--- config.mk ---
export PLATFORM = sky130hd
export DESIGN_NAME = glitch_sched
export DESIGN_NICKNAME = d
export VERILOG_FILES = /design/src/rtl/glitch_sched.sv
export SDC_FILE = /design/constraint.sdc
export NUM_CORES = 1
export LEC_CHECK = 0
export ABC_AREA = 1
export BUFFER_PORTS_ARGS = -buffer_cell sky130_fd_sc_hd__buf_2
export CAP_MARGIN = 40
export CORE_MARGIN = 1
export CORE_UTILIZATION = 28
export CTS_CLUSTER_DIAMETER = 40
export DETAILED_ROUTE_END_ITERATION = 8
export GPL_ROUTABILITY_DRIVEN = 1
export GPL_TIMING_DRIVEN = 0
export PLACE_DENSITY = 0.42
export REMOVE_ABC_BUFFERS = 1
export SLEW_MARGIN = 20
export SYNTH_ARGS = -nofsm -noshare
export SYNTH_HDL_FRONTEND = slang
export SYNTH_SLANG_ARGS = --single-unit
export TNS_END_PERCENT = 20
--- constraint.sdc ---
create_clock -name clk_in1 -period 2.3 [get_ports clk_in1]
set_input_delay 0.46 -clock clk_in1 [delete_from_list [all_inputs] [get_ports clk_in1]]
set_output_delay 0.46 -clock clk_in1 [all_outputs]
set_load 0.02 [all_outputs]
--- src/rtl/glitch_sched.sv ---
// Clock-glitch sequencer: arm, wait for a trigger edge, delay, then emit repeated select pulses.
// Optional ARMED timeout is compiled in with GLITCH_TIMEOUT_EN.
module glitch_sched #(
    parameter int unsigned DLY_W   = 16,
    parameter int unsigned WID_W   = 8,
    parameter int unsigned REP_W   = 4,
    parameter int unsigned TMO_CYC = 65535
) (
    input  logic             clk_in1,
    input  logic             rst,
    input  logic             arm,
    input  logic             abort,
    input  logic             trigger,
    input  logic [DLY_W-1:0] cfg_delay,
    input  logic [WID_W-1:0] cfg_width,
    input  logic [DLY_W-1:0] cfg_gap,
    input  logic [REP_W-1:0] cfg_repeat,
    output logic             glitch_sel,
    output logic             busy,
    output logic             done,
    output logic [REP_W-1:0] glitch_count,
    output logic             timeout
);

    typedef enum logic [2:0] {
        S_IDLE, S_ARMED, S_DELAY, S_GLITCH, S_GAP, S_DONE
    } state_t;

    state_t           state_q, state_d;
    logic             trig_q;
    logic             edge_c;
    logic [DLY_W-1:0] cnt_q, cnt_d;
    logic [REP_W-1:0] rem_q, rem_d;
    logic [DLY_W-1:0] dly_q, dly_d;
    logic [WID_W-1:0] wid_q, wid_d;
    logic [DLY_W-1:0] gap_q, gap_d;
    logic             sel_q, sel_d;
    logic             busy_q, busy_d;
    logic             done_q, done_d;
    logic [REP_W-1:0] count_q, count_d;

`ifdef GLITCH_TIMEOUT_EN
    localparam int unsigned TMO_W = (TMO_CYC > 1) ? $clog2(TMO_CYC) : 1;
    logic [TMO_W-1:0] tcnt_q, tcnt_d;
    logic             tmo_q, tmo_d;
`endif

    assign edge_c = trigger & ~trig_q;

    // Next-state and next-output decode; every output is taken from a flop.
    always_comb begin
        state_d = state_q;
        cnt_d   = cnt_q;
        rem_d   = rem_q;
        dly_d   = dly_q;
        wid_d   = wid_q;
        gap_d   = gap_q;
        sel_d   = 1'b0;
        done_d  = 1'b0;
        count_d = count_q;
`ifdef GLITCH_TIMEOUT_EN
        tcnt_d  = tcnt_q;
        tmo_d   = tmo_q;
`endif
        case (state_q)
            S_IDLE: begin
                if (arm) begin
                    state_d = S_ARMED;
                    dly_d   = cfg_delay;
                    wid_d   = (cfg_width == '0) ? WID_W'(1) : cfg_width;
                    gap_d   = (cfg_gap == '0) ? DLY_W'(1) : cfg_gap;
                    rem_d   = (cfg_repeat == '0) ? REP_W'(1) : cfg_repeat;
                    count_d = '0;
`ifdef GLITCH_TIMEOUT_EN
                    tcnt_d  = '0;
                    tmo_d   = 1'b0;
`endif
                end
            end
            S_ARMED: begin
                if (edge_c) begin
                    if (dly_q == '0) begin
                        state_d = S_GLITCH;
                        cnt_d   = DLY_W'(wid_q);
                        sel_d   = 1'b1;
                    end else begin
                        state_d = S_DELAY;
                        cnt_d   = dly_q;
                    end
                end
`ifdef GLITCH_TIMEOUT_EN
                else if (tcnt_q == TMO_W'(TMO_CYC - 1)) begin
                    state_d = S_IDLE;
                    tmo_d   = 1'b1;
                end else begin
                    tcnt_d = tcnt_q + TMO_W'(1);
                end
`endif
            end
            S_DELAY: begin
                if (cnt_q == DLY_W'(1)) begin
                    state_d = S_GLITCH;
                    cnt_d   = DLY_W'(wid_q);
                    sel_d   = 1'b1;
                end else begin
                    cnt_d = cnt_q - DLY_W'(1);
                end
            end
            S_GLITCH: begin
                if (cnt_q == DLY_W'(1)) begin
                    count_d = (count_q == '1) ? count_q : count_q + REP_W'(1);
                    if (rem_q == REP_W'(1)) begin
                        state_d = S_DONE;
                        done_d  = 1'b1;
                    end else begin
                        state_d = S_GAP;
                        rem_d   = rem_q - REP_W'(1);
                        cnt_d   = gap_q;
                    end
                end else begin
                    cnt_d = cnt_q - DLY_W'(1);
                    sel_d = 1'b1;
                end
            end
            S_GAP: begin
                if (cnt_q == DLY_W'(1)) begin
                    state_d = S_GLITCH;
                    cnt_d   = DLY_W'(wid_q);
                    sel_d   = 1'b1;
                end else begin
                    cnt_d = cnt_q - DLY_W'(1);
                end
            end
            S_DONE:  state_d = S_IDLE;
            default: state_d = S_IDLE;
        endcase

        // Abort overrides everything decoded above; count and latched config hold.
        if (abort) begin
            state_d = S_IDLE;
            cnt_d   = cnt_q;
            rem_d   = rem_q;
            dly_d   = dly_q;
            wid_d   = wid_q;
            gap_d   = gap_q;
            sel_d   = 1'b0;
            done_d  = 1'b0;
            count_d = count_q;
`ifdef GLITCH_TIMEOUT_EN
            tcnt_d  = tcnt_q;
            tmo_d   = tmo_q;
`endif
        end

        busy_d = (state_d == S_ARMED) || (state_d == S_DELAY) ||
                 (state_d == S_GLITCH) || (state_d == S_GAP);
    end

    always_ff @(posedge clk_in1) begin
        if (rst) begin
            state_q <= S_IDLE;
            trig_q  <= 1'b0;
            cnt_q   <= '0;
            rem_q   <= '0;
            dly_q   <= '0;
            wid_q   <= '0;
            gap_q   <= '0;
            sel_q   <= 1'b0;
            busy_q  <= 1'b0;
            done_q  <= 1'b0;
            count_q <= '0;
        end else begin
            state_q <= state_d;
            trig_q  <= trigger;
            cnt_q   <= cnt_d;
            rem_q   <= rem_d;
            dly_q   <= dly_d;
            wid_q   <= wid_d;
            gap_q   <= gap_d;
            sel_q   <= sel_d;
            busy_q  <= busy_d;
            done_q  <= done_d;
            count_q <= count_d;
        end
    end

`ifdef GLITCH_TIMEOUT_EN
    always_ff @(posedge clk_in1) begin
        if (rst) begin
            tcnt_q <= '0;
            tmo_q  <= 1'b0;
        end else begin
            tcnt_q <= tcnt_d;
            tmo_q  <= tmo_d;
        end
    end

    assign timeout = tmo_q;
`else
    logic unused_tmo;
    assign unused_tmo = ^(32'(TMO_CYC));
    assign timeout    = 1'b0;
`endif

    assign glitch_sel   = sel_q;
    assign busy         = busy_q;
    assign done         = done_q;
    assign glitch_count = count_q;

endmodule

==> metrics.md, run 1 <==
| Metric | Value |
|---|---|
| Status | `finished, final reports clean` |
| CP endpoint kind | `flip-flop` |
| Die height | `117 um` |
| Initial DRC count | `193` |
| Simple-gate portion of the synthesized area | `0.305` |
| Io pins | `57` |
| Max H-tree Level | `3` |
| Final worst path period need | `2080 ps` |
| Fraction of layout cells with a size suffix above 1 | `0.158` |
| Cell row count | `41` |
| CTS tree | `done` |
| Fillers | `1470` |
| Max Transition Viols Final | `0` |
| Worst-Skew Late Latency | `340 ps` |
| Count leader, synth | `nor2_1` |
| YS warnings | `0` |
| Setup-failing EPs final | `0` |
| Main combinational cell family by area after synthesis | `simple AND/OR/NAND/NOR gates` |
| Core Area | `12700 um^2` |
| Root Buffer | `clkbuf_16` |
| Switching part of the total | `0.274` |
| Mux cell area share after synthesis | `0` |
| Starting Density | `0.289` |
| Worst vdd ir | `0.334 mV` |
| Post-synth top area cell | `dfxtp_1` |
| Compound-Gate Fraction of Synth Area | `0.190` |
| Post-synthesis register bit count | `71` |
| R2R Setup Slk | `220 ps` |
| Fin area | `4420 um^2` |
| Number of global-route vias before repair | `3445` |
| Vias per Instance | `4.69` |
| Routed len/inst | `13.6 um` |
| Unrepaired setup endpoints after global routing | `no` |
| Placed Area | `4100 um^2` |
| # clock sinks | `71` |
| Critical path peak fanout | `49` |
| Unique cell type count in the Yosys netlist | `34` |
| WP data required | `2510 ps` |
| CP Launch Point | `state_q[1]$_SDFF_PP0_` |
| Antenna violations before repair | `0` |
| 1st-pass router iterations | `4` |
| Mapped Area | `3680 um^2` |
| R2R cell count | `8` |
| Synthesized-area fraction occupied by adder cells | `0.0170` |
| Reg-to-Reg Start | `state_q[1]$_SDFF_PP0_` |
| Largest net degree at the start of global routing | `50` |
| First-pass GRT wire length | `17300 um` |
| Worst EP arrival | `2290 ps` |
| Count of input and output buffers | `55` |
| Final period utilization | `0.905` |
| Net Sw Power | `847 uW` |
| Syn avg cell area | `6.68 um^2` |
| GP Congestion | `0.806` |
| Synth area leaders | `dfxtp_1 (39%), nor2_1 (14%), o21ai_0 (8.8%), nand2_1 (8.0%), a21oi_1 (4.6%)` |
| Most instantiated cells after synthesis | `nor2_1 (135), nand2_1 (78), dfxtp_1 (71), o21ai_0 (65), inv_1 (40)` |
| Seq pwr share | `0.435` |
| Overall global routing resource usage | `0.170` |
| DR DRC count | `0` |
| Max Fclk | `481 MHz` |
| Num CTS Buffers | `9` |
| Layout Skew | `4.60 ps` |
| Die Wd | `117 um` |
| Fin. Hold Viols | `0` |
| Dpl hpwl | `7240 um` |
| Total power | `3.09 mW` |
| Gr ovfl total | `0` |
| Worst R2R End | `wid_q[7]$_SDFFE_PP0P_` |
| Share of the synthesized area in the top cell type | `0.387` |
| Combinational power share | `0.149` |
| Clock Power Share | `0.416` |
| Die area | `13600 um^2` |
| Pleak | `1.93 nW` |
| Critical Path Start Type | `flip-flop` |
| MaxCap Viol Count | `0` |
| Internal | `2.24 mW` |
| Cell count after synthesis | `550` |
| CTS hold repair buffers | `0` |
| Crit Path Category | `reg -> reg` |
| XOR/XNOR share of the synthesized area | `0.0262` |
| Max transition margin | `0.487` |
| Post-route ant nets | `0` |
| Ys flop type | `dfxtp_1` |
| Fin nets | `652` |
| Vias | `3623` |
| Total Routed Length | `10500 um` |
| Clock buffer depth | `2` |
| Post-synth EDFFs | `0` |
| HP Class | `in -> reg` |
| Share of synthesized flip-flops with an asynchronous set or reset | `0` |
| Sequential share of the synthesized area | `0.387` |
| Slew @ Worst Pin | `768 ps` |
| Worst Setup EP | `wid_q[7]$_SDFFE_PP0P_` |
| Number of diodes | `0` |
| Power per cell area | `700 nW/um^2` |
| Area Overhead vs Synth | `20.1%` |
| Clock transition at the registers of the reported paths | `50 ps` |
[cell families after synthesis]
logic type,after synthesis
XOR/XNOR,11
AND/OR/NAND/NOR,268
adder cells (fa/ha/maj),5
AO/OA/AOI/OAI,127
other,1
buffers and inverters,67
flip-flops,71
[stage by stage]
stage | setup TNS, ps | instances | hold WS [ps] | setup WS [ps] | util
detailed placement | -5040 | 757 | 476 | -272 | 0.322
global placement | -30110 | 756 | 469 | -875 | 0.320
global route | 0 | 773 | 344 | 28.7 | 0.347
finish | 0 | 773 | 336 | 219 | 0.347
CTS | 0 | 772 | 328 | 80.6 | 0.344
floorplan | 0 | 529 | 447 | 197 | -
[cells in the final DEF (no fill, tap or decap), types with 2 or more instances in the layout]
| cell | n |
|---|---|
| nor2_1 | 135 |
| nand2_1 | 78 |
| dfxtp_1 | 70 |
| o21ai_0 | 65 |
| buf_2 | 55 |
| inv_1 | 38 |
| a21oi_1 | 34 |
| nand3_1 | 23 |
| o21ai_1 | 13 |
| clkbuf_16 | 9 |
| nor3_1 | 8 |
| xor2_1 | 8 |
| o221ai_1 | 7 |
| inv_2 | 6 |
| nor4_1 | 6 |
| nor2_2 | 5 |
| ha_1 | 4 |
| nand4_1 | 3 |
| xnor2_1 | 3 |
| nor2_4 | 2 |
| nand2_2 | 2 |
| nand2_4 | 2 |
| o211ai_1 | 2 |
| nor3b_1 | 2 |
| o21a_1 | 2 |
| clkbuf_1 | 2 |
| clkbuf_8 | 2 |
[how the worst min path moves through the flow]
stage,start,end,slack (ps),depth (start not counted)
5_1_grt,cfg_delay[14],dly_q[14]$_SDFFE_PP0P_,340,3
3_3_place_gp,rem_q[3]$_SDFFE_PP0P_,rem_q[3]$_SDFFE_PP0P_,470,2
4_1_cts,trigger,trig_q$_SDFF_PP0_,330,3
2_1_floorplan,dly_q[1]$_SDFFE_PP0P_,dly_q[1]$_SDFFE_PP0P_,450,2
3_5_place_dp,rem_q[3]$_SDFFE_PP0P_,rem_q[3]$_SDFFE_PP0P_,480,2
6_report,trigger,trig_q$_SDFF_PP0_,340,3
[sequential cells by signal (all words and copies together), names as in the netlist]
name and cells:
trig_q 1, glitch_sel 1, done 1, cnt_q 16, glitch_count 4, state_q 3
dly_q 16, gap_q 16, wid_q 8, rem_q 4, busy 1
[area by class of cell]
| type | instances | area, um^2 | area share |
|---|---|---|---|
| clock buffer | 13 | 260 | 0.0589 |
| clock inverter | 1 | 5.00 | 0.00113 |
| multi-input combinational | 413 | 2010 | 0.456 |
| tap | 172 | 215 | 0.0487 |
| sequential | 71 | 1420 | 0.322 |
| inverter | 46 | 178 | 0.0402 |
| timing repair buffer | 57 | 323 | 0.0731 |
[layer usage]
layer / routed length (um) / global-route usage / share of wire
met5: 0 / 0 / 0
met4: 193 / 0.0759 / 0.018
met3: 275 / 0.0285 / 0.026
met2: 4470 / 0.255 / 0.43
met1: 5550 / 0.237 / 0.53
[power groups by stage]
stage          clock network [mW]  logic, mW  registers (mW)
6_report                     1.28      0.460            1.35
5_1_grt                      1.37      0.529            1.35
4_1_cts                      1.33      0.460            1.35
3_5_place_dp                    0      0.450            1.37
3_3_place_gp                    0      0.441            1.37
2_1_floorplan                   0      0.302            1.36
[timing repair]
item                       4_1_cts  5_1_grt
buffers inserted                 0        1
gates cloned                     1        0
resized for setup                2        6
setup endpoints to repair       50       18
pin swaps                        1        1
[worst max-delay path: stages (launching register included)]
cell	delay, ps
dfxtp_1	360
nor2_2	240
inv_2	60
nor2_1	160
inv_2	100
nor2_4	430
inv_6	230
o21ai_0	260
a21oi_1	80
No activity file was read; power rests on OpenSTA's default activity.
==> inputs of run 2 (changes only) <==
--- a/config.mk
+++ b/config.mk
@@ -8,6 +8,7 @@
 export ABC_AREA = 1
 export BUFFER_PORTS_ARGS = -buffer_cell sky130_fd_sc_hd__buf_2
 export CAP_MARGIN = 40
+export CORE_ASPECT_RATIO = 0.8
 export CORE_MARGIN = 1
 export CORE_UTILIZATION = 28
 export CTS_CLUSTER_DIAMETER = 40
@@ -20,4 +21,3 @@
 export SYNTH_ARGS = -nofsm -noshare
 export SYNTH_HDL_FRONTEND = slang
 export SYNTH_SLANG_ARGS = --single-unit
-export TNS_END_PERCENT = 20
==> run 2 against run 1 <==
- critical endpoint is now cnt_q[2]$_SDFFE_PP0P_
- utilization hardly changed
- clock skew up 2.5 ps
- largest power group is now clock
- count of clock-buffer cells in the layout down 3
- flip-flop and latch count did not move
- highest routed layer unchanged
==> metrics.md, run 2 (synthesis results as in run 1) <==
| Metric | Value |
|---|---|
| Final period utilization | `0.919 (+0.0139)` |
| Placed Area | `4100 um^2 (about the same)` |
| HP Class | `in -> reg` |
| Worst-Skew Late Latency | `330 ps (about the same)` |
| Registers with the most flip-flops | `cnt_q: 16 flops, dly_q: 16 flops, gap_q: 16 flops` |
| Area of the multi-input gates | `2010 um^2 (-0.37%)` |
| Critical Path Start Type | `flip-flop` |
| CTS tree | `done` |
| Vias | `3649 (+0.72%)` |
| Slew @ Worst Pin | `753 ps (-15.2 ps)` |
| End of the worst hold path | `trig_q$_SDFF_PP0_` |
| Clock buffer depth | `2 (unchanged)` |
| Layout Skew | `7.10 ps (+2.50 ps)` |
| Gr ovfl total | `0 (unchanged)` |
| Overall global routing resource usage | `0.167 (-0.00291)` |
| Total power | `3.20 mW (+3.4%)` |
| Core Area | `12800 um^2 (+0.80%)` |
| MaxCap Viol Count | `0 (unchanged)` |
| DR DRC count | `0 (unchanged)` |
| Fin area | `4450 um^2 (+0.76%)` |
| Final worst path period need | `2110 ps (+32.1 ps)` |
| Commonest non-fill, non-tap cell in the layout | `nor2_1` |
| Fin nets | `654 (+0.31%)` |
| Sequential standard cell area | `1420 um^2 (about the same)` |
| Clock Power Share | `0.434 (+0.018)` |
| Worst vdd ir | `0.399 mV (+20%)` |
| Die Wd | `130 um (+12%)` |
| 1st-pass router iterations | `4 (unchanged)` |
| Largest net degree at the start of global routing | `50 (unchanged)` |
| CP endpoint kind | `flip-flop` |
| Fin util | `0.347 (about the same)` |
| Vias per Instance | `4.68 (-0.19%)` |
| Hold Path Cell Cnt | `3 (unchanged)` |
| Unrepaired setup endpoints after global routing | `no` |
| Total Routed Length | `10600 um (+1.4%)` |
| Power per cell area | `718 nW/um^2 (+2.6%)` |
| R2R cell count | `12 (+4)` |
| Initial DRC count | `163 (-16%)` |
| Area Overhead vs Synth | `21.1%` |
| Max transition margin | `0.498 (+0.0101)` |
| Pre-CTS WS | `-258 ps (+13.7 ps)` |
| Crit-path slowest cell | `nor2_1` |
| Worst EP arrival | `2380 ps (+90 ps)` |
| Critical path's top delay family | `simple AND/OR/NAND/NOR gates` |
| Most frequent cells in the layout | `nor2_1 (135), nand2_1 (78), dfxtp_1 (71)` |
| Root Buffer | `clkbuf_16` |
| CTS hold repair buffers | `0 (unchanged)` |
| Combinational power share | `0.145 (-0.004)` |
| Number of diodes | `0 (unchanged)` |
| Starting Density | `0.287 (-0.00228)` |
| Dpl hpwl | `7330 um (+1.3%)` |
| Critical path peak fanout | `6 (-88%)` |
| Fillers | `1455 (-1.0%)` |
| CP bufs+invs | `2 (-1)` |
| Antenna violations before repair | `0 (unchanged)` |
| Setup ws final | `187 ps (-32.1 ps)` |
| Die height | `104 um (-10%)` |
| Internal | `2.33 mW (+3.8%)` |
| Fraction of layout cells with a size suffix above 1 | `0.164 (+0.00557)` |
| GP Congestion | `0.803 (-0.34%)` |
| Max Fclk | `473 MHz (-1.5%)` |
| Crit path cell chain | `inv_1 > ha_1 > inv_1 > nor2_1 > nand3_1 > nor2_1 > nand2_1 > nor2_1 > nand2_1 > o221ai_1 > nor2_1 > nor2_1` |
| Setup TNS | `0 ps (unchanged)` |
| Fin. Hold Viols | `0 (unchanged)` |
| Clock transition at the registers of the reported paths | `60 ps (about the same)` |
| Crit Path Category | `reg -> reg` |
| Die area | `13600 um^2 (about the same)` |
| Num CTS Buffers | `9 (unchanged)` |
| Worst path max stage delay | `480 ps (+50 ps)` |
| Routed len/inst | `13.6 um (+0.54%)` |
| First-pass GRT wire length | `17400 um (+0.64%)` |
| Inst Count DP | `760 (+0.40%)` |
| Seq pwr share | `0.421 (-0.014)` |
| Switching part of the total | `0.271 (-0.00288)` |
| Pleak | `1.93 nW (+0.23%)` |
| Setup-failing EPs final | `0 (unchanged)` |
| Max H-tree Level | `3 (unchanged)` |
| Reg-to-Reg Start | `cnt_q[1]$_SDFFE_PP0P_` |
| Post-route ant nets | `0 (unchanged)` |
| Status | `finished, final reports clean` |
| R2R Setup Slk | `190 ps (-30 ps)` |
| Max Transition Viols Final | `0 (unchanged)` |
| Count of input and output buffers | `55 (unchanged)` |
| CP most frequent cell | `nor2_1` |
| Number of global-route vias before repair | `3390 (-1.6%)` |
| Io pins | `57 (unchanged)` |
| Hold_ws | `345 ps (+8.81 ps)` |
| Final cell count without fillers | `780 (+0.91%)` |
| Cell row count | `37 (-9.8%)` |
| Net Sw Power | `867 uW (+2.3%)` |
| WP data required | `2570 ps (+60 ps)` |
| Worst R2R End | `cnt_q[2]$_SDFFE_PP0P_` |
| # clock sinks | `71 (unchanged)` |
| Hold Startpoint | `trigger` |
run 2: changes by cell type in the layout (fill, tap and decap cells not counted), moves of 2 or more:
| cell | delta |
|---|---|
| clkinv_2 | +2 |
| clkbuf_1 | -2 |
| nand2_4 | -2 |
| buf_4 | +2 |
| nand2_2 | +2 |
| clkinvlp_4 | +2 |
run 2: cell type report:
cell class | instances | area share
clock inverter | 6 | 0.0135
sequential | 71 | 0.319
inverter | 46 | 0.0394
clock buffer | 10 | 0.0537
multi-input combinational | 413 | 0.451
timing repair buffer | 59 | 0.0742
tap | 175 | 0.0492
run 2: power groups by stage:
stage / sequential [mW] / combinational, mW / clock [mW]
floorplan: 1.36 / 0.302 / 0
global placement: 1.37 / 0.442 / 0
detailed placement: 1.37 / 0.448 / 0
CTS: 1.34 / 0.463 / 1.44
global route: 1.35 / 0.529 / 1.49
finish: 1.35 / 0.463 / 1.39
run 2: timing repair:
| item | 4_1_cts | 5_1_grt |
|---|---|---|
| cloned | 1 | 0 |
| endpoints found under the setup margin | 44 | 20 |
| buffers inserted | 1 | 2 |
| pin swaps | 1 | 2 |
| gates resized for setup | 1 | 2 |
run 2: worst max-delay path by stage:
| stage | from | end | depth (start not counted) |
|---|---|---|---|
| detailed placement | state_q[2]$_SDFF_PP0_ | wid_q[7]$_SDFFE_PP0P_ | 8 |
| global route | cnt_q[1]$_SDFFE_PP0P_ | cnt_q[2]$_SDFFE_PP0P_ | 12 |
| finish | cnt_q[1]$_SDFFE_PP0P_ | cnt_q[2]$_SDFFE_PP0P_ | 12 |
| global placement | arm | wid_q[1]$_SDFFE_PP0P_ | 8 |
| CTS | state_q[2]$_SDFF_PP0_ | wid_q[7]$_SDFFE_PP0P_ | 8 |
| floorplan | state_q[2]$_SDFF_PP0_ | dly_q[0]$_SDFFE_PP0P_ | 8 |
run 2: metal layers:
layer / global-route usage / part of all wire
met1: 0.247 / 0.55
met3: 0.0391 / 0.045
met2: 0.237 / 0.39
met5: 0 / 0
met4: 0.0449 / 0.0075
run 2: worst register-to-register path, cell delays in order, from the launching register on:
cell and delay (ps):
dfxtp_1 310, inv_1 110, ha_1 200, inv_1 50
nor2_1 120, nand3_1 90, nor2_1 90, nand2_1 140
nor2_1 480, nand2_1 210, o221ai_1 120, nor2_1 60
nor2_1 90
